File: src/rtl/pc_sequencer_if.sv
// Request/response bundle between the PC sequencer and its surrounding core logic.
// The master side drives redirect/trap/halt requests; the slave side (sequencer) returns PC state.
interface pc_sequencer_if #(
    parameter int unsigned XLEN  = 32,
    parameter int unsigned CNT_W = 32
);

    logic              stall;
    logic              br_taken;
    logic [XLEN-1:0]   br_target;
    logic              trap_req;
    logic              mret;
    logic              halt_req;
    logic              resume;

    logic [XLEN-1:0]   pc;
    logic [XLEN-1:0]   pc_plus4;
    logic [XLEN-1:0]   epc;
    logic              misaligned;
    logic [1:0]        state;
    logic [CNT_W-1:0]  adv_count;

    modport master (
        output stall,
        output br_taken,
        output br_target,
        output trap_req,
        output mret,
        output halt_req,
        output resume,
        input  pc,
        input  pc_plus4,
        input  epc,
        input  misaligned,
        input  state,
        input  adv_count
    );

    modport slave (
        input  stall,
        input  br_taken,
        input  br_target,
        input  trap_req,
        input  mret,
        input  halt_req,
        input  resume,
        output pc,
        output pc_plus4,
        output epc,
        output misaligned,
        output state,
        output adv_count
    );

endinterface

File: src/rtl/pc_sequencer.sv
// Fetch program counter for the single-cycle RV32I core: reset vector, stall, redirect,
// trap entry/return, halt/resume, misaligned-target trapping and a retired-advance counter.
module pc_sequencer #(
    parameter int unsigned     XLEN         = 32,
    parameter logic [XLEN-1:0] RESET_VECTOR = 32'h0000_0000,
    parameter logic [XLEN-1:0] TRAP_VECTOR  = 32'h0000_0100,
    parameter int unsigned     CNT_W        = 32
) (
    input  logic               clk,
    input  logic               reset,
    pc_sequencer_if.slave      bus
);

    typedef enum logic [1:0] {
        StBoot = 2'd0,
        StRun  = 2'd1,
        StHalt = 2'd2
    } state_e;

    localparam logic [XLEN-1:0]  PcStep = XLEN'(4);
    localparam logic [CNT_W-1:0] CntOne = CNT_W'(1);

    state_e            state_q, state_d;
    logic [XLEN-1:0]   pc_q, pc_d;
    logic [XLEN-1:0]   epc_q, epc_d;
    logic              mis_q, mis_d;
    logic [CNT_W-1:0]  cnt_q, cnt_d;

    logic [XLEN-1:0]   pc_seq;
    logic              br_misaligned;

    assign pc_seq        = pc_q + PcStep;
    assign br_misaligned = bus.br_taken && (bus.br_target[1:0] != 2'b00);

    always_comb begin
        state_d = state_q;
        pc_d    = pc_q;
        epc_d   = epc_q;
        mis_d   = 1'b0;
        cnt_d   = cnt_q;

        unique case (state_q)
            // First cycle out of reset: requests are deliberately ignored.
            StBoot: begin
                state_d = StRun;
            end

            StRun: begin
                if (bus.trap_req) begin
                    epc_d = pc_q;
                    pc_d  = TRAP_VECTOR;
                end else if (bus.mret) begin
                    pc_d  = epc_q;
                    cnt_d = cnt_q + CntOne;
                end else if (br_misaligned) begin
                    mis_d = 1'b1;
                    epc_d = pc_q;
                    pc_d  = TRAP_VECTOR;
                end else if (bus.br_taken) begin
                    pc_d  = bus.br_target;
                    cnt_d = cnt_q + CntOne;
                end else if (bus.halt_req) begin
                    state_d = StHalt;
                end else if (!bus.stall) begin
                    pc_d  = pc_seq;
                    cnt_d = cnt_q + CntOne;
                end
            end

            // Only a trap or resume leaves HALT; resume takes effect without advancing pc.
            StHalt: begin
                if (bus.trap_req) begin
                    epc_d   = pc_q;
                    pc_d    = TRAP_VECTOR;
                    state_d = StRun;
                end else if (bus.resume) begin
                    state_d = StRun;
                end
            end

            default: begin
                state_d = StBoot;
            end
        endcase
    end

    always_ff @(posedge clk or posedge reset) begin
        if (reset) begin
            state_q <= StBoot;
            pc_q    <= RESET_VECTOR;
            epc_q   <= '0;
            mis_q   <= 1'b0;
            cnt_q   <= '0;
        end else begin
            state_q <= state_d;
            pc_q    <= pc_d;
            epc_q   <= epc_d;
            mis_q   <= mis_d;
            cnt_q   <= cnt_d;
        end
    end

    assign bus.pc         = pc_q;
    assign bus.pc_plus4   = pc_seq;
    assign bus.epc        = epc_q;
    assign bus.misaligned = mis_q;
    assign bus.state      = state_q;
    assign bus.adv_count  = cnt_q;

endmodule
File: src/flat_wrapper.sv
// flat-port wrapper written by rule: the top's interface ports become plain ports
module pc_sequencer_flat 
#(
    parameter int unsigned     XLEN         = 32,
    parameter logic [XLEN-1:0] RESET_VECTOR = 32'h0000_0000,
    parameter logic [XLEN-1:0] TRAP_VECTOR  = 32'h0000_0100,
    parameter int unsigned     CNT_W        = 32
)
  (clk, reset, bus_stall, bus_br_taken, bus_br_target, bus_trap_req, bus_mret, bus_halt_req, bus_resume, bus_pc, bus_pc_plus4, bus_epc, bus_misaligned, bus_state, bus_adv_count);
  pc_sequencer_if #(.XLEN(XLEN), .CNT_W(CNT_W)) bus_i ();
  input  logic clk;
  input  logic reset;
  input wire logic [$bits(bus_i.stall)-1:0] bus_stall;
  input wire logic [$bits(bus_i.br_taken)-1:0] bus_br_taken;
  input wire logic [$bits(bus_i.br_target)-1:0] bus_br_target;
  input wire logic [$bits(bus_i.trap_req)-1:0] bus_trap_req;
  input wire logic [$bits(bus_i.mret)-1:0] bus_mret;
  input wire logic [$bits(bus_i.halt_req)-1:0] bus_halt_req;
  input wire logic [$bits(bus_i.resume)-1:0] bus_resume;
  output wire logic [$bits(bus_i.pc)-1:0] bus_pc;
  output wire logic [$bits(bus_i.pc_plus4)-1:0] bus_pc_plus4;
  output wire logic [$bits(bus_i.epc)-1:0] bus_epc;
  output wire logic [$bits(bus_i.misaligned)-1:0] bus_misaligned;
  output wire logic [$bits(bus_i.state)-1:0] bus_state;
  output wire logic [$bits(bus_i.adv_count)-1:0] bus_adv_count;
  assign bus_i.stall = bus_stall;
  assign bus_i.br_taken = bus_br_taken;
  assign bus_i.br_target = bus_br_target;
  assign bus_i.trap_req = bus_trap_req;
  assign bus_i.mret = bus_mret;
  assign bus_i.halt_req = bus_halt_req;
  assign bus_i.resume = bus_resume;
  assign bus_pc = bus_i.pc;
  assign bus_pc_plus4 = bus_i.pc_plus4;
  assign bus_epc = bus_i.epc;
  assign bus_misaligned = bus_i.misaligned;
  assign bus_state = bus_i.state;
  assign bus_adv_count = bus_i.adv_count;
  pc_sequencer #(.XLEN(XLEN), .RESET_VECTOR(RESET_VECTOR), .TRAP_VECTOR(TRAP_VECTOR), .CNT_W(CNT_W)) u_core (.clk(clk), .reset(reset), .bus(bus_i));
endmodule
File: config.mk
export PLATFORM = sky130hd
export DESIGN_NAME = pc_sequencer_flat
export DESIGN_NICKNAME = d
export VERILOG_FILES = /design/src/rtl/pc_sequencer_if.sv /design/src/rtl/pc_sequencer.sv /design/src/flat_wrapper.sv
export SDC_FILE = /design/constraint.sdc
export NUM_CORES = 1
export LEC_CHECK = 0
export CORE_MARGIN = 4
export CORE_UTILIZATION = 40
export CTS_CLUSTER_DIAMETER = 200
export DETAILED_ROUTE_END_ITERATION = 10
export GPL_ROUTABILITY_DRIVEN = 0
export GPL_TIMING_DRIVEN = 0
export HOLD_SLACK_MARGIN = 0.02
export PLACE_DENSITY = 0.72
export SLEW_MARGIN = 5
export SYNTH_ARGS = -nofsm -noshare
export SYNTH_HDL_FRONTEND = slang
export SYNTH_SLANG_ARGS = --single-unit
File: constraint.sdc
create_clock -name clk -period 4 [get_ports clk]
set_clock_uncertainty 0.2 [all_clocks]
set_input_delay 0.4 -clock clk [delete_from_list [all_inputs] [get_ports clk]]
set_output_delay 0.4 -clock clk [all_outputs]
set_load 0.01 [all_outputs]
==> impl_metrics.toml <==
[clocking]
cts_hold_buf = 0
post_cts_buffers = 0
cts_made_buffers = 9
clkSinkCount = 99
clk_pin_slew_ns = 0.07
cts-root-buf = "clkbuf_16"
htree_levels = 3
cts_resized = 0
cts_tree = "yes"
clkLatencyLatePin_ns = 0.36
clk_path_buf_depth = 2

[final_layout]
layout-drive-gt1-share = 0.108
n_antenna_cell = 0
syn2layout_area_growth_pct = 40.3
finalNonFillerCells = 899
most-common-layout-cells = "clkdlybuf4s50_1 (168), dfrtp_1 (99), nand2_1 (49)"
layout_commonest_cell = "clkdlybuf4s50_1"
final_nets = 763

[placement]
placedCellCount = 883
dp_slack_ns = 0.812
port_buffers = 168
dpl.hpwl_um = 12900

[power_and_ir_drop]
peakVddDrop_uv = 320
p_int_uw = 2820
p_leak_uw = 0.00332
power_density_nw_per_um2 = 595
clkPwrFrac = 0.183
power_frac_seq = 0.355
p_sw_uw = 1770
comb_power_share = 0.462
switching_share = 0.385

[synth]
syn-instance-count = 538
syn_area_per_cell_sq_um = 10.2
synth_area_sq_um = 5500
synth_edf_count = 0
synthArstFlopShare = 1.00
yosysWarningCount = 0
synth_top_cell_area_share = 0.451
synth_flop_cell = "dfrtp_1"
yosys.area.top_type = "dfrtp_1"
seq_area_frac_synth = 0.451
ys_types = 60
ys_seq_elements = 99
syn_nets = 583
ys_top_cells_by_area = "dfrtp_1 (45%), xnor2_1 (6.9%), mux2_2 (5.7%)"

[job]
cap_violations = 0

[routing]
drcViolationCount = 0
first_iter_violations = 368
dr.pass1.iters = 5
wl_um = 17500
vias_per_cell = 5.69
wl_per_cell_um = 19.5
postRouteAntennaNets = 0
vias = 5114

[grt]
grt_pass1_vias = 5093
overflow = 0
grt_util_all_layers = 0.216
grt_max_degree = 60
grt_pass1_wl_um = 27300
antenna_found_initial = 0

[setup_path]
r2r-end = "u_core.bus.epc[3]$_DFFE_PP0P_"
path_buf_inv = 2
cpPeakStageDelay_ns = 0.60
regToRegStartpoint = "u_core.bus.state[1]$_DFFE_PP0P_"
cp_cell_sequence = "ha_1, nand2_1, nor4_4, buf_4, nand4_1, xnor2_1, clkdlybuf4s50_1"
required_ns = 3.40
cp_top_family = "buffers and inverters"
r2r_setup_slack_ns = 1.29
critPathLaunchType = "flip-flop"
crit_path_end_kind = "output port"
cp.arrival_ns = 3.01
path_class = "reg -> out"
cp_slowest_cell = "clkdlybuf4s50_1"
path_max_fanout = 10
worstRegToRegCells = 7

[timing]
final.period_utilization = 0.903
drv_slew = 0
tns_ns = 0
tightest_slew_ns = 0.801
hold_viol = 0
setup_slack_ns = 0.388
rsz0062_at_grt = "no"
slew_headroom = 0.464
setup_viol = 0
final.min_clock_period_ns = 3.61
fmax_mhz = 277

[floorplan]
coreArea_sq_um = 13300
die_w_um = 125
initial_core_util = 0.412
pin_count = 171
die_height_um = 125
num_rows = 42
die-area_sq_um = 15700

[min_path]
hold_class = "in -> async"

[status]
status = "completed"
-- area by class of cell --
| class | count | area [sq um] |
|---|---|---|
| flip-flops and latches | 99 | 2480 |
| plain buffers | 30 | 143 |
| multi-input cells | 397 | 2830 |
| clock inverters | 5 | 38.8 |
| fillers | 1196 | 5640 |
| clock buffers | 11 | 243 |
| well taps | 176 | 220 |
| inverters | 12 | 47.5 |
| repair buffers | 169 | 1710 |
-- worst reg2reg max path, stage by stage (launching register included) --
cell and delay (ns):
dfrtp_1 0.41, inv_1 0.09, ha_1 0.27, nor2b_1 0.23, o21ai_0 0.14, nand2_1 0.48, buf_2 0.39, mux2_2 0.38
-- power groups by stage --
stage          registers [uW]  clock network, uW  logic, uW
2_1_floorplan            1670                  0        914
3_3_place_gp             1620                  0       2080
3_5_place_dp             1630                  0       2130
4_1_cts                  1620                854       2140
5_1_grt                  1660                891       2270
6_report                 1630                840       2120
-- Yosys cell counts, types with 6 or more instances --
cell type / count
and3_1: 16
o21ai_0: 29
and4_1: 6
xor2_1: 15
nand3_1: 26
nand2b_1: 13
clkbuf_1: 12
dfrtp_1: 99
nor2_1: 21
a22o_1: 6
nand2_1: 49
a22oi_1: 17
xnor2_1: 43
nand4_1: 22
buf_2: 14
nor3_1: 6
mux2_2: 28
inv_1: 12
mux2i_1: 12
a21oi_1: 10
-- cell families (layout without fill, tap and decap cells) --
family	Yosys count	count (layout)	share of synthesized area
xor gates and xnor gates	58	58	0.0924
buffers and inverters	42	227	0.0341
DFF	99	99	0.451
AOI/OAI and AO/OA	105	105	0.136
adders and majority gates	5	5	0.0114
and+or+nand+nor	189	189	0.196
muxes	40	40	0.0792
-- through the flow --
step	hold slack, ns	cell area [sq um]	total power (uW)	util
after detailed placement	0.262	7430	3760	0.557
after floorplan	0.308	5500	2590	-
after global routing	0.296	7710	4820	0.578
final	0.250	7710	4590	0.578
after CTS	0.275	7710	4610	0.578
after global placement	0.263	7400	3700	0.554
-- worst max-delay path by stage --
stage / startpoint / endpoint / slack, ns / cells after the start
finish: u_core.bus.pc[2]$_DFFE_PP0P_ / bus_pc_plus4[24] / 0.39 / 7
global route: u_core.bus.pc[3]$_DFFE_PP0P_ / bus_pc_plus4[24] / 0.21 / 7
CTS: u_core.bus.pc[3]$_DFFE_PP0P_ / bus_pc_plus4[24] / 0.40 / 7
detailed placement: u_core.bus.pc[3]$_DFFE_PP0P_ / bus_pc_plus4[24] / 0.81 / 7
global placement: reset / u_core.bus.epc[21]$_DFFE_PP0P_ / -0.73 / 2
floorplan: reset / u_core.bus.adv_count[0]$_DFFE_PP0P_ / 0.81 / 1
-- flip-flops by register name, indices dropped and copies added (netlist names) --
signal                 count
u_core.bus.adv_count      32
u_core.bus.epc            32
u_core.bus.pc             32
u_core.bus.misaligned      1
u_core.bus.state           2
-- metal layers --
layer  routed length [um]  track usage
met5                    0            0
met4                  453       0.0925
met3                 1260       0.0392
met2                 8400        0.350
met1                 7420        0.286
Note: power is estimated with default switching activity, not from simulation.
